File: src/rtl/melody_sequencer_if.sv
//------------------------------------------------------------------------------
// Module   : melody_sequencer_if
// Brief    : Play request and tone-generator drive bundle for melody_sequencer.
// Revision : 1.0 - initial release
//------------------------------------------------------------------------------
`timescale 1ns/1ps
`default_nettype none

interface melody_sequencer_if;
    logic       play;
    logic [2:0] melody;
    logic [6:0] sel;
    logic       enable;
    logic       busy;
    logic       done;

    modport master (
        output play, melody,
        input  sel, enable, busy, done
    );

    modport slave (
        input  play, melody,
        output sel, enable, busy, done
    );
endinterface

`default_nettype wire

File: src/rtl/melody_sequencer.sv
//------------------------------------------------------------------------------
// Module   : melody_sequencer
// Brief    : Steps through fixed game jingles, driving one-hot note select and
//            enable for the buzzer tone generator with timed tone/gap phases.
// Revision : 1.0 - initial release
//------------------------------------------------------------------------------
`timescale 1ns/1ps
`default_nettype none

module melody_sequencer #(
    parameter int NOTE_TICKS = 10000000,
    parameter int GAP_TICKS  = 1000000
) (
    input  wire logic         CLOCK_50,
    input  wire logic         reset,
    melody_sequencer_if.slave bus
);

    localparam int c_MAX_TICKS = (NOTE_TICKS > GAP_TICKS) ? NOTE_TICKS : GAP_TICKS;
    localparam int c_CNT_W     = $clog2(c_MAX_TICKS + 1);

    localparam logic [c_CNT_W-1:0] c_NOTE_LAST = c_CNT_W'(NOTE_TICKS - 1);
    localparam logic [c_CNT_W-1:0] c_GAP_LAST  = c_CNT_W'(GAP_TICKS - 1);
    localparam logic [c_CNT_W-1:0] c_CNT_ONE   = c_CNT_W'(1);
    localparam logic [2:0]         c_MAX_CODE  = 3'd4;

    typedef enum logic [1:0] {
        S_IDLE   = 2'd0,
        S_TONE   = 2'd1,
        S_GAP    = 2'd2,
        S_FINISH = 2'd3
    } state_t;

    state_t               state_q, state_d;
    logic [2:0]           code_q, code_d;
    logic [2:0]           idx_q, idx_d;
    logic [c_CNT_W-1:0]   cnt_q, cnt_d;
    logic [6:0]           sel_q, sel_d;
    logic                 enable_q, enable_d;
    logic                 busy_q, busy_d;
    logic                 done_q, done_d;

    function automatic logic [3:0] melody_len(input logic [2:0] code);
        case (code)
            3'd0:    melody_len = 4'd6;
            3'd1:    melody_len = 4'd8;
            3'd2:    melody_len = 4'd2;
            3'd3:    melody_len = 4'd2;
            3'd4:    melody_len = 4'd4;
            default: melody_len = 4'd1;
        endcase
    endfunction

    function automatic logic [2:0] melody_note(input logic [2:0] code, input logic [2:0] idx);
        melody_note = 3'd0;
        case (code)
            3'd0: case (idx)
                3'd0: melody_note = 3'd2;
                3'd1: melody_note = 3'd6;
                3'd2: melody_note = 3'd3;
                3'd3: melody_note = 3'd5;
                3'd4: melody_note = 3'd4;
                default: melody_note = 3'd2;
            endcase
            3'd1: case (idx)
                3'd0, 3'd1, 3'd3: melody_note = 3'd2;
                3'd2:             melody_note = 3'd4;
                default:          melody_note = 3'd6;
            endcase
            3'd2: melody_note = (idx == 3'd0) ? 3'd4 : 3'd6;
            3'd3: melody_note = (idx == 3'd0) ? 3'd1 : 3'd0;
            3'd4: case (idx)
                3'd0: melody_note = 3'd5;
                3'd1: melody_note = 3'd3;
                3'd2: melody_note = 3'd2;
                default: melody_note = 3'd0;
            endcase
            default: melody_note = 3'd0;
        endcase
    endfunction

    always_comb begin
        state_d = state_q;
        code_d  = code_q;
        idx_d   = idx_q;
        cnt_d   = cnt_q;

        case (state_q)
            S_IDLE: begin
                if (bus.play && (bus.melody <= c_MAX_CODE)) begin
                    code_d  = bus.melody;
                    idx_d   = 3'd0;
                    cnt_d   = '0;
                    state_d = S_TONE;
                end
            end
            S_TONE: begin
                if (cnt_q == c_NOTE_LAST) begin
                    cnt_d   = '0;
                    state_d = S_GAP;
                end else begin
                    cnt_d = cnt_q + c_CNT_ONE;
                end
            end
            S_GAP: begin
                if (cnt_q == c_GAP_LAST) begin
                    cnt_d = '0;
                    if ({1'b0, idx_q} == (melody_len(code_q) - 4'd1)) begin
                        state_d = S_FINISH;
                    end else begin
                        idx_d   = idx_q + 3'd1;
                        state_d = S_TONE;
                    end
                end else begin
                    cnt_d = cnt_q + c_CNT_ONE;
                end
            end
            S_FINISH: state_d = S_IDLE;
            default:  state_d = S_IDLE;
        endcase

        // Outputs are registered from the next state so the first tone lands
        // on the edge that samples play.
        sel_d    = (state_d == S_TONE) ? (7'b1 << melody_note(code_d, idx_d)) : 7'd0;
        enable_d = (state_d == S_TONE);
        busy_d   = (state_d != S_IDLE);
        done_d   = (state_d == S_FINISH);
    end

    always_ff @(posedge CLOCK_50) begin
        if (reset) begin
            state_q  <= S_IDLE;
            code_q   <= 3'd0;
            idx_q    <= 3'd0;
            cnt_q    <= '0;
            sel_q    <= 7'd0;
            enable_q <= 1'b0;
            busy_q   <= 1'b0;
            done_q   <= 1'b0;
        end else begin
            state_q  <= state_d;
            code_q   <= code_d;
            idx_q    <= idx_d;
            cnt_q    <= cnt_d;
            sel_q    <= sel_d;
            enable_q <= enable_d;
            busy_q   <= busy_d;
            done_q   <= done_d;
        end
    end

    assign bus.sel    = sel_q;
    assign bus.enable = enable_q;
    assign bus.busy   = busy_q;
    assign bus.done   = done_q;

endmodule

`default_nettype wire
File: src/flat_wrapper.sv
// flat-port wrapper written by rule: the top's interface ports become plain ports
module melody_sequencer_flat 
#(
    parameter int NOTE_TICKS = 10000000,
    parameter int GAP_TICKS  = 1000000
)
  (CLOCK_50, reset, bus_play, bus_melody, bus_sel, bus_enable, bus_busy, bus_done);
  melody_sequencer_if bus_i ();
  input  wire logic CLOCK_50;
  input  wire logic reset;
  input wire logic [$bits(bus_i.play)-1:0] bus_play;
  input wire logic [$bits(bus_i.melody)-1:0] bus_melody;
  output wire logic [$bits(bus_i.sel)-1:0] bus_sel;
  output wire logic [$bits(bus_i.enable)-1:0] bus_enable;
  output wire logic [$bits(bus_i.busy)-1:0] bus_busy;
  output wire logic [$bits(bus_i.done)-1:0] bus_done;
  assign bus_i.play = bus_play;
  assign bus_i.melody = bus_melody;
  assign bus_sel = bus_i.sel;
  assign bus_enable = bus_i.enable;
  assign bus_busy = bus_i.busy;
  assign bus_done = bus_i.done;
  melody_sequencer #(.NOTE_TICKS(NOTE_TICKS), .GAP_TICKS(GAP_TICKS)) u_core (.CLOCK_50(CLOCK_50), .reset(reset), .bus(bus_i));
endmodule
File: config.mk
export PLATFORM = sky130hd
export DESIGN_NAME = melody_sequencer_flat
export DESIGN_NICKNAME = d
export VERILOG_FILES = /design/src/rtl/melody_sequencer_if.sv /design/src/rtl/melody_sequencer.sv /design/src/flat_wrapper.sv
export SDC_FILE = /design/constraint.sdc
export NUM_CORES = 1
export LEC_CHECK = 0
export ABC_AREA = 1
export CORE_MARGIN = 2
export CORE_UTILIZATION = 48
export CTS_CLUSTER_SIZE = 40
export DETAILED_ROUTE_END_ITERATION = 8
export MAX_ROUTING_LAYER = met4
export PLACE_DENSITY = 0.67
export SLEW_MARGIN = 0
export SYNTH_ARGS = -nofsm -noshare
export SYNTH_HDL_FRONTEND = slang
export SYNTH_SLANG_ARGS = --single-unit
File: constraint.sdc
create_clock -name CLOCK_50 -period 2.6 [get_ports CLOCK_50]
set_input_delay 0.65 -clock CLOCK_50 [delete_from_list [all_inputs] [get_ports CLOCK_50]]
set_output_delay 0.65 -clock CLOCK_50 [all_outputs]
set_load 0.05 [all_outputs]
==> impl_results.md, run 1 <==
* Slew @ Worst Pin at approximately 0.54 ns
* Critical path arrival at 2.54 ns
* CTS root buf: clkbuf_8
* Worst path most repeated cell: nand2_1
* Tcrit/Tclk final at 0.8981
* Vias in the first global route at between 2000 and 2500
* Routability Congestion at approximately 0.93
* Hold_buf cts at 0
* Min Tclk post-route at ~2.3 ns
* Worst-path fanout max at 8
* Path type of the worst min-delay path: reg2reg
* Worst-Skew Late Latency at about 0.3 ns
* Share of synthesized registers carrying an async set or reset at 0
* Post-route DRC at 0
* Pin count of the biggest net entering global routing at 22
* TritonCTS buffer count at 5
* Global-route wire length before repair at 10370 um
* Slowest cell on the critical path: clkdlybuf4s50_1
* Clk sinks at 42
* Ant. Diodes at 0
* Fin area at 3032 um^2
* Pleak at between 1 and 1.5 nW
* Crit-path cells: clkdlybuf4s50_1, o21ai_1, nand2_1, nand2_1, o21ai_0, a21oi_1, nand2_2, nand2_4, nand2_2, nor2_4, nor2_1, nor2_2, nand3_1, nand2_1, nor2_1
* Multi-input gate area at 1541 um^2
* Maxcap violations at 0
* RSZ-0062 raised after global routing: false
* Most frequent cells in the layout: nand2_1 (96), nor2_1 (50), inv_1 (42), dfxtp_1 (42), nand3_1 (28)
* H-Tree Depth at 2
* Sequential power share at 0.500
* Simple-Gate Fraction of Synth Area at 0.4165
* Finished Core Util at 0.5825
* Dpl hpwl at ~4700 um
* Post-CTS Setup Bufs at 0
* Mux share of post-synthesis cell area at 0
* Die Height at 78.01 um
* Routed length per instance at ~12 um
* Max-slew violation count at 0
* Top cell type's share of synthesized area at 0.3198
* Longest Clk Path Bufs at 2
* Syn Std Cell Area at 2629 um^2
* Filler Cells Inserted at ~520
* Initial Util at 0.5050
* Post-synthesis compound-gate area fraction at 0.1361
* Die area at approximately 6100 um^2
* Ys Warns at 0
* Worst Path Required at 2.80 ns
* Worst slew margin at 0.6424
* CORE AREA at 5205 um^2
* Setup TNS at 0 ns
* Sequential share of the synthesized area at 0.3198
* Clock group share of total power at 0.326
* Syn Area/Cell at 6.539 um^2
* Routed Antenna Nets at 0
* Cell taking the most area after synthesis: dfxtp_1
* Die Span X at between 70 and 80 um
* Post-synth cell types at between 40 and 50
* Net Sw Power at 0.3904 mW
* Area Overhead vs Synth at 15.33%
* Layout cells sized above 1 at 0.1458
* #FFs+latches synth at 42
* Port-buffer cells at 15
* Final setup viols at 0
* Final hold viol count at 0
* Max IR drop VDD at about 0.00035 V
* Clk slew on worst S/H paths at approximately 0.08 ns
* Initial antenna violation count at 0
* TritonRoute pass-1 iters at 4
* Setup crit end kind: flop
* Number of synthesized flops with an enable pin at 0
* Crit path launch type: input port
* Max Clock Freq at ~430 MHz
* FF+latch area at between 800 and 900 um^2
* Layout Skew at approximately 0.0090 ns
* Most frequently used flop master after synthesis: dfxtp_1
* CP Class: in2reg
* Slowest stage delay, CP at 0.41 ns
* Final wirelength at between 6000 and 7000 um
* Grt total ovfl at 0
* Pwr dens at about 440 nW/um^2
* Mapped Cells at roughly 400
* Sw Share at 0.2950
* Largest family of logic cells by synthesized area: simple AND/OR/NAND/NOR gates
* Initial DRC Count at approximately 160
* CP top delay family: simple AND/OR/NAND/NOR gates
* Int Power at between 0.9 and 1 mW
* Final net count at around 440
* XOR/XNOR share of the synthesized area at 0.009995
* Most common cell after layout, fill and taps aside: nand2_1
* Syn nets at 413
* Area contributors post-synth: dfxtp_1 (32%), nand2_1 (14%), nor2_1 (7.1%)
* Post-Synth Adder-Cell Area at 0.02380
* Vias post-DR at roughly 2600
* Vias per std cell at around 5.1
* Status: finished clean
* CTS tree: built
* PostCTS Resize Cnt at 0
* Total track usage at 0.2178
* Logic pwr share at 0.174
* I/O pin count at 16
* WP buf/inv at 1
* Site Rows at 26
* Placed Instance Area at between 2000 and 3000 um^2
stage by stage:
stage	setup slack [ns]	total power, mW	hold WS [ns]	std cells
finish	0.2648	1.324	0.5016	502
global route	0.03843	1.402	0.5276	502
CTS	0.2784	1.341	0.5063	502
detailed placement	-0.04852	0.9070	0.4945	494
global placement	0.03056	0.9046	0.4721	494
floorplan	0.5540	0.8230	0.4627	402
synthesized netlist by cell type, types with 2 or more instances:
| master | number |
|---|---|
| a221oi_1 | 3 |
| inv_2 | 6 |
| ha_1 | 5 |
| clkbuf_1 | 5 |
| nand2_1 | 96 |
| nor2_2 | 4 |
| o211ai_1 | 2 |
| nand3_1 | 28 |
| a21oi_1 | 25 |
| and3_1 | 2 |
| buf_2 | 2 |
| nor2_4 | 3 |
| buf_4 | 2 |
| xor2_1 | 2 |
| nand2_4 | 4 |
| dfxtp_1 | 42 |
| or2_2 | 2 |
| inv_1 | 42 |
| nor2_1 | 50 |
| o21ai_0 | 17 |
| nand4_1 | 12 |
| nor4_1 | 2 |
| or2_1 | 2 |
| nand2_2 | 7 |
| nor3_1 | 8 |
| a211oi_1 | 3 |
| o21ai_1 | 5 |
| nand3_2 | 5 |
| nor3_2 | 3 |
registers in the layout (all words and copies together) (netlist names):
name and count:
u_core.state_q 2, u_core.bus.done 1, u_core.cnt_q 24, u_core.bus.busy 1
u_core.code_q 3, u_core.idx_q 3, u_core.bus.sel 7, u_core.bus.enable 1
routing by layer:
metal  GRT usage  share of wire  wire, um
met1      0.3004           0.52      3126
met5           -              0         0
met4     0.07018          0.012        70
met2      0.3250           0.43      2588
met3     0.03721          0.041       249
worst paths after layout:
path / start / end / slack, ns / cells past startpoint
min reg2reg: u_core.cnt_q[1] / u_core.cnt_q[1] / 0.50 / 2
max reg2reg: u_core.cnt_q[0] / u_core.cnt_q[18] / 0.40 / 13
max: bus_melody[0] / u_core.bus.sel[6] / 0.26 / 15
min: u_core.cnt_q[1] / u_core.cnt_q[1] / 0.50 / 2
logic make-up (layout without fill, tap and decap cells):
| kind of cell | after synthesis | in the layout |
|---|---|---|
| flops | 42 | 42 |
| xor+xnor | 3 | 3 |
| buf+inv | 60 | 90 |
| compound gates | 62 | 62 |
| simple gates | 230 | 230 |
| fa+ha+maj | 5 | 5 |
tightest hold or removal path, delay by kind of cell, from the launching register on:
| kind | cells | cell delay, ns |
|---|---|---|
| and+or+nand+nor | 1 | 0.07 |
| AOI/OAI and AO/OA | 1 | 0.06 |
| DFF | 1 | 0.33 |
power by group through the flow:
| stage | clock network (mW) | registers (mW) | logic [mW] |
|---|---|---|---|
| global placement | 0 | 0.677 | 0.227 |
| floorplan | 0 | 0.703 | 0.120 |
| CTS | 0.448 | 0.662 | 0.231 |
| finish | 0.431 | 0.662 | 0.230 |
| global route | 0.479 | 0.664 | 0.258 |
| detailed placement | 0 | 0.677 | 0.230 |
cell type report:
class / instances / share of cell area
Inverter: 50 / 0.06314
Tap cell: 70 / 0.02889
Clock inverter: 3 / 0.007842
Multi-Input combinational cell: 300 / 0.5085
Sequential cell: 42 / 0.2773
Timing Repair Buffer: 32 / 0.09162
Clock buffer: 5 / 0.02270
(Power assumes the default switching activity.)
==> run 2: changes to the inputs <==
CTS_CLUSTER_SIZE = 20   (was 40)
PLACE_DENSITY = 0.68   (was 0.67)
==> run 2 against run 1 <==
Effect of this change:
- hold slack got worse by 0.0048 ns
- via count rose by 3.3%
- maximum frequency fell by 3.5%
- count of clock-buffer cells in the layout did not move
- flip-flop and latch count did not move
- critical path type unchanged
- largest power group unchanged
==> impl_results.md, run 2 (synthesized netlist as in run 1, its figures left out) <==
* Status: finished clean
* Slew @ Worst Pin at 0.5002 ns
* Final net count at 439
* TritonRoute pass-1 iters at 5
* Routed Antenna Nets at 0
* CP Class: in2reg
* Tcrit/Tclk final at 0.9309
* Initial antenna violation count at 0
* Max reg flops at 24
* RSZ-0062 raised after global routing: false
* Most frequent cells in the layout: nand2_1 (96), nor2_1 (50), inv_1 (42), dfxtp_1 (42), nand3_1 (27)
* Critical path arrival at between 2 and 3 ns
* Longest Clk Path Bufs at 2
* Worst Path Required at approximately 2.8 ns
* Placed Instance Area at 2929 um^2
* Port-buffer cells at 15
* Site Rows at 26
* Pin count of the biggest net entering global routing at 23
* Layout cells sized above 1 at 0.1422
* Filler Cells Inserted at 509
* Hold WS at slightly below 0.5 ns
* Setup crit end kind: flop
* Clk sinks at 42
* Die area at slightly above 6000 um^2
* Layout Skew at just under 0.006 ns
* Area Overhead vs Synth at 15.94%
* Crit path launch: bus_melody[0]
* Routed length per instance at around 12 um
* Min Tclk post-route at 2.420 ns
* Final setup viols at 0
* Crit path launch type: input port
* Max-slew violation count at 0
* I/O pin count at 16
* CTS root buf: clkbuf_8
* Clk slew on worst S/H paths at 0.08 ns
* Worst slew margin at 0.6655
* Pwr dens at 466.2 nW/um^2
* Global-route wire length before repair at approximately 11000 um
* Max IR drop VDD at around 0.00025 V
* Max layer used: met4
* Met2 wire length at roughly 2700 um
* Worst-Skew Late Latency at about 0.30 ns
* Max Clock Freq at a little over 400 MHz
* Die Height at slightly below 80 um
* Initial DRC Count at between 150 and 200
* Vias per std cell at about 5.3
* Worst R2R Setup Slack at between 0.3 and 0.4 ns
* Initial Util at 0.5050
* Ant. Diodes at 0
* Fin area at just over 3000 um^2
* Final hold viol count at 0
* Vias in the first global route at about 2400
* Most common cell after layout, fill and taps aside: nand2_1
* Worst Min Path Start: u_core.cnt_q[1]
* Worst reg2reg path depth at 14
* Total track usage at 0.2183
* H-Tree Depth at 2
* Maxcap violations at 0
* Die Span X at roughly 80 um
* Grt total ovfl at 0
* Most flop-heavy register: u_core.cnt_q
* Worst reg2reg endpoint: u_core.cnt_q[16]
* Final worst slack at between 0.15 and 0.2 ns
* Pleak at between 1 and 1.5 nW
* DP Worst Slack at -0.07519 ns
* Finished Core Util at 0.5856
* Path type of the worst min-delay path: reg2reg
* R2r startpoint: u_core.cnt_q[0]
* Worst-path fanout max at 8
* Dpl hpwl at between 4000 and 5000 um
* TritonCTS buffer count at 5
* CTS tree: built
* Tot Pwr at 1.421 mW
* Post-route DRC at 0
* Met3 WL at 338 um
* Post-CTS Setup Bufs at 0
* Routability Congestion at between 0.8 and 0.9
* Sink of the worst hold path: u_core.cnt_q[1]
* M1 WL at 3023 um
* Vias post-DR at ~2700
* CORE AREA at ~5200 um^2
* Final wirelength at 6131 um
* Hold Path Cell Cnt at 2
==> run 2: cell count changes in the layout (fill, tap and decap cells not counted) <==
cell,before,now
nand3_2,5,6
inv_6,1,0
bufinv_16,0,1
buf_4,17,13
nand3_1,28,27
buf_12,0,1
==> run 2: final cells by class <==
class,instances,area [um^2],share of cell area
clock buffers,5,68.82,0.02258
clock inverters,3,45.04,0.01478
inverters,50,191.4,0.06281
multi-input cells,300,1546,0.5074
flip-flops and latches,42,840.8,0.2759
well taps,70,87.58,0.02874
repair buffers,29,267.8,0.08785
==> run 2: power by group <==
part	internal, mW	leakage [nW]	switching (mW)	total, mW
clock	0.286	0.0504	0.242	0.528
sequential	0.656	0.340	0.00598	0.662
combinational	0.0840	0.843	0.147	0.231
==> run 2: stage by stage <==
step,setup TNS [ns],std cells
2_1_floorplan,0,402
3_3_place_gp,0,491
5_1_grt,0,499
4_1_cts,0,499
6_report,0,499
3_5_place_dp,-0.2450,491
==> run 2: timing repair <==
action | in CTS | in global routing
endpoints found under the setup margin | 0 | 2
gates resized for setup | 0 | 1
hold buffers | 0 | 0
==> run 2: worst max-delay path by stage <==
stage	slack, ns	to
2_1_floorplan	0.55	u_core.bus.sel[6]
3_3_place_gp	0.007	u_core.bus.sel[6]
3_5_place_dp	-0.08	u_core.bus.sel[6]
4_1_cts	0.23	u_core.bus.sel[6]
5_1_grt	0.003	u_core.bus.sel[6]
6_report	0.18	u_core.bus.sel[6]
==> run 2: worst max-delay path, stage by stage <==
cell and delay [ns]:
clkdlybuf4s50_1 0.42, o21ai_1 0.21, nand2_1 0.10, nand2_1 0.08, o21ai_0 0.13, a21oi_1 0.19
nand2_2 0.10, nand2_4 0.12, nand2_2 0.07, nor2_4 0.09, nor2_1 0.05, nor2_2 0.14
nand3_1 0.11, nand2_1 0.10, nor2_1 0.05
==> run 2: routing by layer <==
layer	vias to the layer above	track usage
met3	4	0.04302
met4	0	0.05088
met5	-	-
met2	74	0.3405
li1	1371	-
met1	1212	0.2935
